===== src/rtl/onehot_decode_seq.sv =====
// onehot_decode_seq: registered SEL_W-to-2**SEL_W one-hot decoder with
// a valid/ready handshake and per-line dwell timing.
//   Direct mode: an accepted code drives its line for DWELL cycles.
//   Scan mode:   walks every line in turn, DWELL cycles each, pulsing
//                scan_done on the final dwell cycle of the last line.
// Build option: define ONEHOT_DECODE_ACTIVE_LOW_EN to drive out_bits
// inverted (idle all-ones, asserted line low). out_valid keeps its
// active-high meaning in both builds.
module onehot_decode_seq #(
    parameter int SEL_W = 3,
    parameter int DWELL = 3
) (
    input  logic                  clk,
    input  logic                  rst,
    input  logic                  en,
    input  logic                  mode,
    input  logic                  sel_valid,
    input  logic [SEL_W-1:0]      sel,
    output logic                  sel_ready,
    output logic [2**SEL_W-1:0]   out_bits,
    output logic                  out_valid,
    output logic                  scan_done
);

    localparam int OUT_W = 2**SEL_W;
    localparam int CNT_W = $clog2(DWELL + 1);
    localparam logic [CNT_W-1:0] CNT_LOAD = CNT_W'(DWELL - 1);

`ifdef ONEHOT_DECODE_ACTIVE_LOW_EN
    localparam logic [OUT_W-1:0] POL_MASK = '1;
`else
    localparam logic [OUT_W-1:0] POL_MASK = '0;
`endif

    typedef enum logic [1:0] {
        IDLE,
        HOLD,
        SCAN
    } state_t;

    state_t            state_q, state_d;
    logic [CNT_W-1:0]  cnt_q, cnt_d;
    logic [SEL_W-1:0]  idx_q, idx_d;
    logic [OUT_W-1:0]  out_q;
    logic [OUT_W-1:0]  line_d;
    logic              valid_q, valid_d;
    logic              done_q, done_d;
    logic              accept;

    // State and registered datapath; out_q holds the polarity-adjusted lines
    always_ff @(posedge clk) begin
        if (rst) begin
            state_q <= IDLE;
            cnt_q   <= '0;
            idx_q   <= '0;
            out_q   <= POL_MASK;
            valid_q <= 1'b0;
            done_q  <= 1'b0;
        end else begin
            state_q <= state_d;
            cnt_q   <= cnt_d;
            idx_q   <= idx_d;
            out_q   <= line_d ^ POL_MASK;
            valid_q <= valid_d;
            done_q  <= done_d;
        end
    end

    // Next-state and next-datapath decode
    always_comb begin
        state_d = state_q;
        cnt_d   = cnt_q;
        idx_d   = idx_q;
        line_d  = out_q ^ POL_MASK;
        valid_d = valid_q;
        done_d  = 1'b0;
        unique case (state_q)
            IDLE: begin
                cnt_d   = '0;
                idx_d   = '0;
                line_d  = '0;
                valid_d = 1'b0;
                if (accept) begin
                    state_d = HOLD;
                    line_d  = OUT_W'(1) << sel;
                    valid_d = 1'b1;
                    cnt_d   = CNT_LOAD;
                end else if (en && mode) begin
                    state_d = SCAN;
                    line_d  = OUT_W'(1);
                    valid_d = 1'b1;
                    cnt_d   = CNT_LOAD;
                end
            end
            HOLD: begin
                if (cnt_q == '0) begin
                    state_d = IDLE;
                    line_d  = '0;
                    valid_d = 1'b0;
                end else begin
                    cnt_d = cnt_q - CNT_W'(1);
                end
            end
            SCAN: begin
                if (!en) begin
                    state_d = IDLE;
                    cnt_d   = '0;
                    idx_d   = '0;
                    line_d  = '0;
                    valid_d = 1'b0;
                end else begin
                    if (cnt_q == '0) begin
                        // index wraps naturally because OUT_W == 2**SEL_W
                        idx_d  = idx_q + SEL_W'(1);
                        line_d = OUT_W'(1) << idx_d;
                        cnt_d  = CNT_LOAD;
                    end else begin
                        cnt_d = cnt_q - CNT_W'(1);
                    end
                    // registered pulse: asserted for the cycle that will be
                    // the last dwell of the last line
                    done_d = (idx_d == '1) && (cnt_d == '0);
                end
            end
            default: begin
                state_d = IDLE;
                line_d  = '0;
                valid_d = 1'b0;
            end
        endcase
    end

    // Handshake decode and output drive
    always_comb begin
        sel_ready = (state_q == IDLE) && en && !mode && !rst;
        accept    = sel_ready && sel_valid;
        out_bits  = out_q;
        out_valid = valid_q;
        scan_done = done_q;
    end

endmodule

===== config.mk =====
export PLATFORM = sky130hd
export DESIGN_NAME = onehot_decode_seq
export DESIGN_NICKNAME = d
export VERILOG_FILES = /design/src/rtl/onehot_decode_seq.sv
export SDC_FILE = /design/constraint.sdc
export NUM_CORES = 1
export LEC_CHECK = 0
export CORE_MARGIN = 4
export CORE_UTILIZATION = 40
export DETAILED_ROUTE_END_ITERATION = 12
export GPL_ROUTABILITY_DRIVEN = 1
export PLACE_DENSITY = 0.65
export SETUP_SLACK_MARGIN = 0.15
export SYNTH_ARGS = -nofsm -noshare
export SYNTH_HDL_FRONTEND = slang
export SYNTH_SLANG_ARGS = --single-unit

===== constraint.sdc =====
create_clock -name clk -period 4.17 [get_ports clk]
set_input_delay 0.834 -clock clk [delete_from_list [all_inputs] [get_ports clk]]
set_output_delay 0.834 -clock clk [all_outputs]
set_load 0.02 [all_outputs]

==> metrics.cfg <==
[global_route]
grt_first_pass_wirelength_mm=3.73
antenna_found_initial=0
gr-total-overflow=0
grt_usage_pct=14.0
grt_pass1_vias=767
grt_max_degree=17

[floorplanning]
die_x_um=59.2
core-area_um2=2480
ios=19
dieArea_um2=3500
rows=18
initial_utilization_pct=42.3
die_h_um=59.2

[sta]
fin_crit_ns=3.24
hold_violations=0
slew_violations=0
slew_headroom_pct=66.2
fin_crit_sh_pct=77.6
max_freq_mhz=309
worst_pin_slew_ns=0.504
setup_viol=0
rsz0062_at_grt=false
skew_ns=0.00709
tns_ns=0
setup_ws_ns=0.933

[cells_and_area]
fillers=230
area_growth_pct=21.7
final_nets=158
drive_above_1_share_pct=7.25
fin_area_um2=1270
diodes=0

[synthesis]
syn_inst=120
synth_seq_cells=17
yosysUniqueCellTypes=37
seq_area_frac_synth_pct=32.5
syn-num-nets=139
syn-mean-instance-area_um2=8.73
synth_top_cells_by_area=dfxtp_1 (32%), ha_1 (13%), a22o_1 (7.5%), a21oi_1 (3.8%), nand2_1 (3.6%)
synthesis.area_um2=1050
yosysTopAreaCellShare_pct=32.5
synth_area_leader_cell=dfxtp_1
yosysWarnings=0

[place]
gp_congestion=0.838
hpwl_mm=1.81
io_buffer_count=18
dpl_cell_area_um2=1250
pre_cts_ws_ns=0.930

[power_and_ir_drop]
leakagePower_uw=0.000463
power_density_nw_per_um2=262
ir_drop_uv=209
finalPower_uw=334

[critical_path]
critical_path.endpoint=sel_ready
rr_worst_depth=6
crit_fanout=16
cp-start-kind=input pin
worst_r2r_startpoint=state_q[0]
r2r-end=out_bits[7]
critical_path.startpoint=rst
arrival_ns=2.40
worst-endpoint-required_ns=3.34
reg2reg_slack_ns=2.49
crit_type=input pin to output port
endpoint_kind=output port

[hold_path]
hold_path_class=flip-flop to flip-flop

[clock_network]
cts-resized-gates=0
clockRootBuffer=clkbuf_4
cts-hold-fix-buffers=0
cts_setup_buffers=0
tritoncts=yes
clock-sinks=17
htree_levels=1
clk_latency_ns=0.30
cts.path.max_buffers=2
clkTransAtPathRegs_ns=0.10
cts_made_buffers=3

[detailed_routing]
wire_per_inst_um=13.6
drt_iter0_drc=38
drc_errors=0
firstDrtPassIters=4
routed_wl_mm=2.29
via_per_inst=5.52
ant_nets=0
via_count=928

[job]
max_cap_viol_count=0

[status]
outcome=complete, no violations

cell type report:
class	instances	area (um2)	area share [%]
clock buffer	3	22.5	1.77
clock inverter	1	5.00	0.393
inverter	8	30.0	2.36
multi-input combinational	90	652	51.1
sequential	17	340	26.7
tap	30	37.5	2.94
timing repair buffer	19	188	14.7
cells in the final DEF, fill, tap and decap left out, types with 2 or more instances in the layout:
| cell | synthesis | final |
|---|---|---|
| clkbuf_4 | 0 | 3 |
| nor3_1 | 2 | 2 |
| inv_1 | 8 | 8 |
| nor2_1 | 6 | 6 |
| ha_1 | 11 | 11 |
| nand2_1 | 10 | 10 |
| nand3_1 | 6 | 6 |
| o22ai_1 | 6 | 6 |
| nor3_2 | 2 | 2 |
| clkdlybuf4s50_1 | 0 | 18 |
| nand2b_1 | 2 | 2 |
| a21oi_1 | 8 | 8 |
| xnor2_1 | 2 | 2 |
| o21ai_0 | 2 | 2 |
| or3b_1 | 2 | 2 |
| dfxtp_1 | 17 | 17 |
| o32ai_1 | 3 | 3 |
| o31ai_1 | 3 | 3 |
| a22o_1 | 9 | 9 |
cell families (layout without fill, tap and decap cells):
kind of cell    count (synthesis)  count (layout)  share of synthesized area [%]
compound gates                 37              37                           25.5
flops                          17              17                           32.5
fa+ha+maj                      11              11                           13.1
xor+xnor                        3               3                           2.51
buf+inv                        13              31                           5.26
simple gates                   39              39                           21.2
worst max-delay path, stage by stage:
cell	delay, ns
clkdlybuf4s50_1	0.39
buf_4	0.19
and4bb_4	0.37
clkdlybuf4s50_1	0.62
registers in the layout (all words and copies together) (netlist names):
name       flops
state_q        2
scan_done      1
idx_q          3
cnt_q          2
out_bits       8
out_valid      1
through the flow:
stage | hold WS [ns] | instances | util (%)
floorplan | 0.468 | 120 | -
global placement | 0.444 | 164 | 50.4
detailed placement | 0.447 | 164 | 50.4
CTS | 0.465 | 168 | 51.5
global route | 0.503 | 168 | 51.5
finish | 0.462 | 168 | 51.5
per-layer routing:
metal	share of wire [%]	track usage, %	up-vias
met1	49	20.6	426
met4	0.61	2.91	0
met3	4.7	3.92	2
li1	-	-	477
met5	0	0	-
met2	46	20.3	23
power by group:
| part | internal [uW] | switching, uW | total, uW |
|---|---|---|---|
| Sequential | 167 | 3.41 | 171 |
| Clock | 35.8 | 55.7 | 91.4 |
| Combinational | 29.7 | 41.9 | 71.6 |
synthesized netlist by cell type, drive strengths merged:
cell type and count:
dfxtp 17, ha 11, nand2 11, a21oi 9, a22o 9, inv 8, nand3 6, nor2 6
o22ai 6, nor3 4, clkbuf 3, o31ai 3, o32ai 3, buf 2, nand2b 2, o21ai 2
or3b 2, xnor2 2, a21o 1, a2bb2oi 1, a311oi 1, and2 1, and4bb 1, nand3b 1
nand4b 1, nor2b 1, nor4 1, o2111ai 1, o311ai 1, or2b 1, or3 1, xor2 1
how the worst min path moves through the flow:
stage,slack [ns],end,start,depth (start not counted)
after floorplan,0.47,state_q[1],state_q[1],2
after global placement,0.44,out_valid,out_valid,2
after detailed placement,0.45,out_valid,out_valid,2
after CTS,0.47,out_valid,out_valid,2
after global routing,0.50,out_valid,out_valid,2
final,0.46,out_valid,out_valid,2
(Power assumes the default switching activity.)
